### config.mk
export PLATFORM = sky130hd
export DESIGN_NAME = alu_exec_unit
export DESIGN_NICKNAME = d
export VERILOG_FILES = /design/src/rtl/alu_exec_unit.sv
export SDC_FILE = /design/constraint.sdc
export NUM_CORES = 1
export LEC_CHECK = 0
export BUFFER_PORTS_ARGS = -buffer_cell sky130_fd_sc_hd__buf_2
export CORE_MARGIN = 1
export CORE_UTILIZATION = 30
export CTS_BUF_LIST = sky130_fd_sc_hd__clkbuf_4
export CTS_CLUSTER_DIAMETER = 60
export DETAILED_ROUTE_END_ITERATION = 12
export GPL_TIMING_DRIVEN = 0
export PLACE_DENSITY_LB_ADDON = 0.05
export REMOVE_ABC_BUFFERS = 1
export SETUP_SLACK_MARGIN = 0.5
export SYNTH_ARGS = -nofsm -noshare
export SYNTH_HDL_FRONTEND = slang
export SYNTH_SLANG_ARGS = --single-unit
export TNS_END_PERCENT = 5
### constraint.sdc
create_clock -name clk -period 6.8 [get_ports clk]
set_clock_uncertainty 0.2 [all_clocks]
set_input_delay 0 -clock clk [delete_from_list [all_inputs] [get_ports clk]]
set_output_delay 0 -clock clk [all_outputs]
set_load 0.01 [all_outputs]
### src/rtl/alu_exec_unit.sv
// -----------------------------------------------------------------------------
// alu_exec_unit
//
// RV32/RV64 execute unit for the EX stage. It decodes alu_op/funct7/funct3,
// computes single-cycle ALU results and registers them. It can also run an
// iterative multiply/divide datapath. A valid/ready handshake on both sides
// lets multi-cycle operations stall the pipeline.
//
// Optional feature macro: RV_MDU_EN
//   defined   : the R-type funct7=0000001 group runs on the iterative
//               shift-add multiplier / restoring divider. Latency is XLEN+1.
//   undefined : that group decodes as illegal (latency 1, result 0). The
//               ITER state and the MDU datapath are not built.
//
// Parameters
//   XLEN        operand/result width, 32 or 64
//
// Ports
//   clk         clock, all state updates on the rising edge
//   rst         synchronous active-high reset
//   in_valid    operation presented
//   in_ready    unit can accept an operation this cycle
//               (combinational from state and out_ready)
//   alu_op      00 ADD, 01 SUB, 10 R-type, 11 I-type
//   funct7      instruction funct7 (I-type uses only bit 5, for SRAI)
//   funct3      instruction funct3
//   op_a, op_b  operands
//   out_valid   result/illegal are valid
//   out_ready   consumer takes the result
//   result      registered result
//   illegal     unsupported decode combination; result is 0
// -----------------------------------------------------------------------------
module alu_exec_unit #(
   parameter int XLEN = 32
) (
   input  logic            clk,
   input  logic            rst,
   input  logic            in_valid,
   output logic            in_ready,
   input  logic [1:0]      alu_op,
   input  logic [6:0]      funct7,
   input  logic [2:0]      funct3,
   input  logic [XLEN-1:0] op_a,
   input  logic [XLEN-1:0] op_b,
   output logic            out_valid,
   input  logic            out_ready,
   output logic [XLEN-1:0] result,
   output logic            illegal
);

   localparam int SHW = $clog2(XLEN);

   localparam logic [1:0] ST_IDLE = 2'd0;
   localparam logic [1:0] ST_DONE = 2'd2;
`ifdef RV_MDU_EN
   localparam logic [1:0] ST_ITER = 2'd1;
`endif

   logic [1:0]      state_q, state_d;
   logic [XLEN-1:0] result_q, result_d;
   logic            illegal_q, illegal_d;
   logic            accept;

   // Decode outputs: effective funct3 and the "alternate" flag (SUB / SRA).
   logic [2:0]      dec_f3;
   logic            dec_alt;
   logic            dec_illegal;
   logic [SHW-1:0]  shamt;
   logic [XLEN-1:0] alu_res;

`ifdef RV_MDU_EN
   logic              dec_mdu;
   logic [SHW-1:0]    cnt_q, cnt_d;
   // MUL: {partial high, multiplier shifting out}. DIV: {remainder, dividend shifting out / quotient shifting in}.
   logic [2*XLEN-1:0] acc_q, acc_d;
   logic [XLEN-1:0]   opb_q, opb_d;
   logic [1:0]        sel_q, sel_d;
   logic              is_div_q, is_div_d;
   logic              neg_q, neg_d;
   logic              div0_q, div0_d;

   logic              signed_a, signed_b, a_neg, b_neg, neg_op;
   logic [XLEN-1:0]   mag_a, mag_b;
   logic [XLEN:0]     mul_sum, div_trial, div_diff;
   logic [2*XLEN-1:0] mul_next, div_next, acc_next, prod_fix;
   logic [XLEN-1:0]   quo_fix, rem_fix, mdu_res;
   logic              last_iter;
`endif

   // ---------------------------------------------------------------- decode
   always_comb begin
      dec_f3      = funct3;
      dec_alt     = 1'b0;
      dec_illegal = 1'b0;
`ifdef RV_MDU_EN
      dec_mdu     = 1'b0;
`endif
      case (alu_op)
         2'b00: dec_f3 = 3'b000;
         2'b01: begin
            dec_f3  = 3'b000;
            dec_alt = 1'b1;
         end
         2'b10: begin
            if (funct7 == 7'b0000000) begin
               dec_alt = 1'b0;
            end else if (funct7 == 7'b0100000) begin
               if (funct3 == 3'b000 || funct3 == 3'b101)
                  dec_alt = 1'b1;
               else
                  dec_illegal = 1'b1;
            end else if (funct7 == 7'b0000001) begin
`ifdef RV_MDU_EN
               dec_mdu = 1'b1;
`else
               dec_illegal = 1'b1;
`endif
            end else begin
               dec_illegal = 1'b1;
            end
         end
         default: begin
            // I-type: only SRAI uses funct7[5]; ADDI never becomes SUB.
            dec_alt = (funct3 == 3'b101) & funct7[5];
         end
      endcase
   end

   // ------------------------------------------------------ single-cycle ALU
   assign shamt = op_b[SHW-1:0];

   always_comb begin
      alu_res = '0;
      case (dec_f3)
         3'b000: alu_res = dec_alt ? (op_a - op_b) : (op_a + op_b);
         3'b001: alu_res = op_a << shamt;
         3'b010: alu_res = {{(XLEN-1){1'b0}}, ($signed(op_a) < $signed(op_b))};
         3'b011: alu_res = {{(XLEN-1){1'b0}}, (op_a < op_b)};
         3'b100: alu_res = op_a ^ op_b;
         3'b101: alu_res = dec_alt ? XLEN'($signed(op_a) >>> shamt) : (op_a >> shamt);
         3'b110: alu_res = op_a | op_b;
         default: alu_res = op_a & op_b;
      endcase
   end

`ifdef RV_MDU_EN
   // ------------------------------------------------- MDU operand prepare
   // Operands are converted to magnitudes at accept. neg_op records whether
   // the selected output (product, quotient or remainder) must be negated.
   always_comb begin
      signed_a = 1'b0;
      signed_b = 1'b0;
      neg_op   = 1'b0;
      case (funct3)
         3'b000, 3'b001, 3'b100, 3'b110: begin
            signed_a = 1'b1;
            signed_b = 1'b1;
         end
         3'b010: signed_a = 1'b1;
         default: ;
      endcase
      a_neg = signed_a & op_a[XLEN-1];
      b_neg = signed_b & op_b[XLEN-1];
      mag_a = a_neg ? (-op_a) : op_a;
      mag_b = b_neg ? (-op_b) : op_b;
      case (funct3)
         3'b000, 3'b001, 3'b100: neg_op = a_neg ^ b_neg;
         3'b010, 3'b110:         neg_op = a_neg;   // MULHSU, and remainder follows dividend
         default:                neg_op = 1'b0;
      endcase
   end

   // ----------------------------------------------------- MDU iteration step
   always_comb begin
      mul_sum   = {1'b0, acc_q[2*XLEN-1:XLEN]} + (acc_q[0] ? {1'b0, opb_q} : '0);
      mul_next  = {mul_sum, acc_q[XLEN-1:1]};

      div_trial = {acc_q[2*XLEN-1:XLEN], acc_q[XLEN-1]};
      div_diff  = div_trial - {1'b0, opb_q};
      // A borrow means the trial remainder is below the divisor: restore it.
      div_next  = div_diff[XLEN] ? {div_trial[XLEN-1:0], acc_q[XLEN-2:0], 1'b0}
                                 : {div_diff[XLEN-1:0],  acc_q[XLEN-2:0], 1'b1};

      acc_next  = is_div_q ? div_next : mul_next;

      prod_fix  = neg_q ? (-acc_next) : acc_next;
      // The magnitude divider naturally gives remainder = |op_a| on divide
      // by zero. Only the quotient needs forcing to all ones.
      quo_fix   = div0_q ? '1 : (neg_q ? (-acc_next[XLEN-1:0]) : acc_next[XLEN-1:0]);
      rem_fix   = neg_q ? (-acc_next[2*XLEN-1:XLEN]) : acc_next[2*XLEN-1:XLEN];

      if (is_div_q)
         mdu_res = sel_q[1] ? rem_fix : quo_fix;
      else
         mdu_res = (sel_q == 2'b00) ? prod_fix[XLEN-1:0] : prod_fix[2*XLEN-1:XLEN];

      last_iter = (cnt_q == SHW'(XLEN-1));
   end
`endif

   // ------------------------------------------------------- control / FSM
   assign in_ready = (state_q == ST_IDLE) | ((state_q == ST_DONE) & out_ready);
   assign accept   = in_valid & in_ready;

   always_comb begin
      state_d   = state_q;
      result_d  = result_q;
      illegal_d = illegal_q;
`ifdef RV_MDU_EN
      cnt_d     = cnt_q;
      acc_d     = acc_q;
      opb_d     = opb_q;
      sel_d     = sel_q;
      is_div_d  = is_div_q;
      neg_d     = neg_q;
      div0_d    = div0_q;
`endif
      case (state_q)
         ST_IDLE: ;
         ST_DONE: if (out_ready) state_d = ST_IDLE;
`ifdef RV_MDU_EN
         ST_ITER: begin
            acc_d = acc_next;
            cnt_d = cnt_q + 1'b1;
            if (last_iter) begin
               state_d   = ST_DONE;
               result_d  = mdu_res;
               illegal_d = 1'b0;
               cnt_d     = '0;
            end
         end
`endif
         default: state_d = ST_IDLE;
      endcase

      // Accept can only happen from IDLE or from DONE with out_ready. That
      // makes DONE->DONE / DONE->ITER back-to-back transfers possible.
      if (accept) begin
`ifdef RV_MDU_EN
         if (dec_mdu) begin
            state_d  = ST_ITER;
            cnt_d    = '0;
            acc_d    = {{XLEN{1'b0}}, mag_a};
            opb_d    = mag_b;
            sel_d    = funct3[1:0];
            is_div_d = funct3[2];
            neg_d    = neg_op;
            div0_d   = funct3[2] & (op_b == '0);
         end else
`endif
         begin
            state_d   = ST_DONE;
            result_d  = dec_illegal ? '0 : alu_res;
            illegal_d = dec_illegal;
         end
      end
   end

   always_ff @(posedge clk) begin
      if (rst) begin
         state_q   <= ST_IDLE;
         result_q  <= '0;
         illegal_q <= 1'b0;
`ifdef RV_MDU_EN
         cnt_q     <= '0;
         acc_q     <= '0;
         opb_q     <= '0;
         sel_q     <= '0;
         is_div_q  <= 1'b0;
         neg_q     <= 1'b0;
         div0_q    <= 1'b0;
`endif
      end else begin
         state_q   <= state_d;
         result_q  <= result_d;
         illegal_q <= illegal_d;
`ifdef RV_MDU_EN
         cnt_q     <= cnt_d;
         acc_q     <= acc_d;
         opb_q     <= opb_d;
         sel_q     <= sel_d;
         is_div_q  <= is_div_d;
         neg_q     <= neg_d;
         div0_q    <= div0_d;
`endif
      end
   end

   assign out_valid = (state_q == ST_DONE);
   assign result    = result_q;
   assign illegal   = illegal_q;

endmodule
==> results_dict.tcl, run 1 <==
set metrics [dict create \
    required_ns 7.09 \
    area_growth_pct 13.0 \
    ys_top_cells_by_area "ha_1 12%, dfxtp_1 6.6%, mux4_2 5.9%" \
    drive_above_1_share_pct 15.6 \
    fp.coreArea_mm2 0.0337 \
    design.die.area_mm2 0.0352 \
    totalWireLength_um 56100 \
    hold_start "op_b[4]" \
    post-cts-setup-buffers 0 \
    tightest_slew_ns 1.37 \
    start_util_pct 30.6 \
    top_layer "met4" \
    hold_viol 0 \
    period_needed_ns 5.15 \
    max-cap-violations 0 \
    layout_worst_path_cycle_share_pct 75.7 \
    status "finished, final reports clean" \
    ant_nets 0 \
    clockRootBuffer "clkbuf_4" \
    yosysSeqAreaShare_pct 6.59 \
    cts_sinks 34 \
    cts_made_buffers 5 \
    synthArstFlopShare_pct 0 \
    fin_util_pct 34.6 \
    power_density_mw_per_mm2 114 \
    die_y_um 188 \
    grt-ovfl-total 0 \
    vias 12307 \
    grt_pass1_vias 11638 \
    drt_iter0_drc 1214 \
    synth_top_area_cell "ha_1" \
    synthesis.area_mm2 0.0103 \
    wl_per_cell_um 28.4 \
    yosysUniqueCellTypes 98 \
    r2r-end "result[23]$_SDFFE_PP0P_" \
    chipWidth_um 188 \
    grt_usage_pct 31.6 \
    synth-simple-area-share_pct 20.7 \
    worstHoldEndpoint "result[2]$_SDFFE_PP0P_" \
    relSlewSlack_pct 8.07 \
    crit_path_end_kind "flip-flop" \
    max_freq_ghz 0.194 \
    first_pass_iters 5 \
    clk_pin_slew_ns 0.18 \
    synth_edf_count 0 \
    io_buffers 114 \
    rrSetupSlack_ns 2.47 \
    slew_violations 0 \
    ir_drop_mv 0.0764 \
    worstRegToRegCells 8 \
    fin_nets 1700 \
    rsz0062_at_grt "false" \
    place_hpwl_um 43100 \
    power.total_uw 1330 \
    cts_tree "yes" \
    hold_depth 4 \
    startpoint_type "input pin" \
    synth_compound_area_share_pct 35.3 \
    muxShareOfSynthArea_pct 14.5 \
    grt_max_degree 71 \
    grt_pass1_wl_um 82500 \
    synth_top_family_by_area "compound AO/OA/AOI/OAI gates" \
    path_class "in2reg" \
    finalSetupViolCount 0 \
    rows 67 \
    syn_avg_cell_area_um2 7.07 \
    synthXorXnorAreaFrac_pct 2.04 \
    cts-resized-gates 0 \
    ys.warnings.count 0 \
    wl_met2_um 24900 \
    synth-main-ff-cell "dfxtp_1" \
    drc 0 \
    synth-seq-cells 34 \
    synth_common_cells "141 x nand2_1, 135 x nor2_1, 118 x a21oi_1" \
    r2r-start "state_q[1]$_SDFFE_PP0P_" \
    m1WireLength_um 25400 \
    io_pins 115 \
    synthMostInstantiatedCell "nand2_1" \
    synth_top_area_share_pct 11.8 \
    wl_met3_um 4080 \
    via_per_inst 6.23 \
    cts_buffer_depth 2 \
    hold_class "in2reg" \
    gp_congestion 0.969 \
    worstPathArrival_ns 5.43 \
    syn_inst 1461 \
    antenna_found_initial 3 \
    clkLatencyLatePin_ns 0.50 \
    p_leak_uw 0.00480 \
    crit_fanout 70 \
    htreeDepth 2 \
    synth-adder-area-share_pct 12.1 \
]
## report_power, final
part	leakage (uW)	switching, uW	total, uW	internal [uW]
sequential	0.000278	9.42	226	217
clock	0.0000287	126	164	38.2
combinational	0.00449	611	941	329
total	0.00480	747	1330	584
## routing by layer
| layer | track usage [%] | vias up |
|---|---|---|
| li1 | - | 5631 |
| met5 | 0 | - |
| met3 | 5.17 | 91 |
| met4 | 10.3 | 0 |
| met1 | 43.5 | 6004 |
| met2 | 49.9 | 581 |
## sequential cells by signal, summed over array words and instances (netlist names)
name,count
result,32
illegal,1
state_q,1
## through the flow
step	hold WS, ns	cells	setup TNS, ns	area (um^2)	worst slack (ns)
3_5_place_dp	0.0890	1925	0	11200	1.01
5_1_grt	0.0624	1973	0	11700	1.33
6_report	0.0534	1974	0	11700	1.65
4_1_cts	0.00588	1969	0	11600	1.12
2_1_floorplan	-0.135	1352	0	9800	3.36
3_3_place_gp	0.0660	1914	-0.0362	10900	-0.0362
## placed cells by master (no fill, tap or decap), types with 26 or more instances in the layout
cell	synthesis	layout
a211oi_1	26	26
a21oi_1	118	117
buf_2	38	111
dfxtp_1	34	34
dlygate4sd3_1	0	36
ha_1	97	97
inv_1	96	96
mux2_2	34	34
mux2i_1	51	51
mux4_2	27	27
nand2_1	141	141
nand3_1	33	33
nor2_1	135	134
nor3_1	31	31
o211ai_1	34	34
o21ai_0	114	114
## cells by family after synthesis
logic type                 after synthesis
DFF                                     34
AOI/OAI and AO/OA                      531
adders and majority gates               99
buffers and inverters                  208
muxes                                  112
and+or+nand+nor                        453
xor gates and xnor gates                24
## cell type report
| cell class | instances | area, um^2 |
|---|---|---|
| fill | 3809 | 22000 |
| inverter | 99 | 372 |
| timing repair buffer | 162 | 1190 |
| tap | 448 | 561 |
| clock buffer | 5 | 37.5 |
| antenna | 4 | 10.0 |
| multi-input combinational | 1219 | 8800 |
| clock inverter | 3 | 16.3 |
| sequential | 34 | 681 |
## critical path, cell delays in order
cell           delay, ns
buf_4               0.68
clkinv_1            0.90
fa_1                0.74
and2b_1             0.27
o2111ai_2           0.26
a2111oi_2           0.49
o311a_1             0.40
nor3_1              0.13
o211ai_1            0.19
dlygate4sd3_1       0.60
a211oi_1            0.08
o31ai_1             0.07
dlygate4sd3_1       0.57
## worst max path at each step
stage / depth (start not counted) / startpoint / endpoint / slack [ns]
2_1_floorplan: 10 / op_b[1] / result[11]$_SDFFE_PP0P_ / 3.36
3_3_place_gp: 7 / alu_op[1] / result[23]$_SDFFE_PP0P_ / -0.04
3_5_place_dp: 11 / op_b[1] / result[31]$_SDFFE_PP0P_ / 1.01
4_1_cts: 13 / op_b[1] / result[30]$_SDFFE_PP0P_ / 1.12
5_1_grt: 13 / op_b[1] / result[30]$_SDFFE_PP0P_ / 1.33
6_report: 13 / op_b[1] / result[30]$_SDFFE_PP0P_ / 1.65
## what timing repair did
action | CTS | global route
hold buffers | 36 | 0
hold endpoints to repair | 32 | 0
endpoints found under the setup margin | 0 | 0
No activity file was read; power rests on OpenSTA's default activity.
==> run 2: changes to the inputs <==
==> constraint.sdc (replaced) <==
create_clock -name clk -period 4.3 [get_ports clk]
set_clock_uncertainty 0.2 [all_clocks]
set_input_delay 0 -clock clk [delete_from_list [all_inputs] [get_ports clk]]
set_output_delay 0 -clock clk [all_outputs]
set_load 0.01 [all_outputs]
==> run 2 against run 1 <==
Effect of this change: sequential share of layout area barely moved; highest routed layer unchanged; combinational power rose by 58%; die area did not move; core utilization rose by 0.074 points; critical path depth fell by 2; flip-flop and latch count did not move; critical endpoint is now result[31]$_SDFFE_PP0P_; global-route usage barely moved; largest cell class unchanged.
==> results_dict.tcl, run 2 (same netlist as run 1, synthesis figures left out) <==
set metrics [dict create \
    area_growth_pct 13.2 \
    gp_congestion 0.969 \
    r2r-start "state_q[1]$_SDFFE_PP0P_" \
    largest_reg_flops 32 \
    drt_iter0_drc 1313 \
    hold_class "in2reg" \
    htreeDepth 2 \
    io_pins 115 \
    period_needed_ns 3.77 \
    first_pass_iters 5 \
    cts_sinks 34 \
    clkLatencyLatePin_ns 0.50 \
    finalSetupViolCount 0 \
    cts_tree "yes" \
    required_ns 4.58 \
    placed_cells 1925 \
    grt_pass1_vias 11691 \
    io_buffers 114 \
    layoutNonFillerInstCount 1974 \
    grt_max_degree 71 \
    worstRegToRegCells 7 \
    grt-ovfl-total 0 \
    cts_made_buffers 5 \
    max_freq_ghz 0.265 \
    status "finished, final reports clean" \
    totalWireLength_um 56200 \
    power.total_uw 2110 \
    relSlewSlack_pct 10.6 \
    clockRootBuffer "clkbuf_4" \
    hold_start "op_b[4]" \
    layout_common_cells "141 x nand2_1, 134 x nor2_1, 117 x a21oi_1" \
    grt_usage_pct 31.6 \
    slew_violations 0 \
    design.die.area_mm2 0.0352 \
    tightest_slew_ns 1.34 \
    fp.coreArea_mm2 0.0337 \
    vias 12308 \
    fin_ws_ns 0.527 \
    start_util_pct 30.6 \
    p_leak_uw 0.00480 \
    rsz0062_at_grt "true" \
    drc 0 \
    via_per_inst 6.24 \
    drive_above_1_share_pct 15.8 \
    fin_hold_ws_ns 0.0402 \
    die_y_um 188 \
    wl_per_cell_um 28.5 \
    rows 67 \
    cts_buffer_depth 2 \
    max-cap-violations 0 \
    crit_fanout 63 \
    fin_nets 1700 \
    place_hpwl_um 43100 \
    clk_pin_slew_ns 0.18 \
    chipWidth_um 188 \
    hold_depth 4 \
    startpoint_type "input pin" \
    ant_nets 0 \
    dp_worst_setup_slack_ns -1.49 \
    hold_viol 0 \
    crit_start "op_b[3]" \
    crit_path_end_kind "flip-flop" \
    power_density_mw_per_mm2 180 \
    path_class "in2reg" \
    layout_worst_path_cycle_share_pct 87.8 \
    grt_pass1_wl_um 82600 \
    antenna_found_initial 3 \
    fillCellCount 3808 \
    worstPathArrival_ns 4.05 \
    ir_drop_mv 0.122 \
    mostFrequentLayoutCell "nand2_1" \
]
run 2: area by class of cell:
type                       instances  area (um^2)  share of cell area, %
antenna                            4         10.0                 0.0856
inverter                          99          385                   3.30
clock buffer                       5         37.5                  0.321
tap                              448          561                   4.80
timing repair buffer             162         1180                   10.1
multi-input combinational       1219         8810                   75.4
sequential                        34          681                   5.82
clock inverter                     3         16.3                  0.139
run 2: final timing paths:
path,slack [ns],endpoint
worst max-delay path,0.53,result[31]$_SDFFE_PP0P_
worst min-delay path,0.04,result[2]$_SDFFE_PP0P_
worst max register to register,0.65,result[31]$_SDFFE_PP0P_
worst min register to register,0.26,result[2]$_SDFFE_PP0P_
run 2: repair_timing:
| item | CTS | global route |
|---|---|---|
| setup buffers | 1 | 0 |
| hold buffers | 36 | 0 |
| endpoints found under the hold margin | 32 | 0 |
| setup endpoints to repair | 28 | 8 |
| resized for setup | 9 | 6 |
run 2: per-stage QoR:
step	util, %	instance area, um^2	TNS [ns]
detailed placement	33.3	11200	-25.79
CTS	34.6	11700	0
floorplan	-	9800	0
finish	34.7	11700	0
global route	34.7	11700	0
global placement	32.4	10900	-65.78
run 2: critical path, cell delays in order:
cell and delay, ns:
buf_6 0.39, inv_2 0.41, ha_1 0.61, o211ai_1 0.14, o21bai_1 0.41, a21oi_1 0.31
a211oi_4 0.53, a221oi_1 0.25, o31a_1 0.38, or4_1 0.48, nand3_1 0.09
run 2: metal layers:
| metal | up-vias | part of all wire [%] | track usage [%] |
|---|---|---|---|
| met1 | 5959 | 45 | 43.5 |
| met4 | 0 | 3.1 | 10.7 |
| met3 | 89 | 7.8 | 5.35 |
| met2 | 636 | 44 | 49.8 |
| met5 | - | 0 | 0 |
| li1 | 5624 | - | - |
run 2: report_power, final:
part	leakage [uW]	internal, uW	switching [uW]
Sequential	0.000278	343	14.8
Combinational	0.00449	520	971
Clock	0.0000287	60.5	199
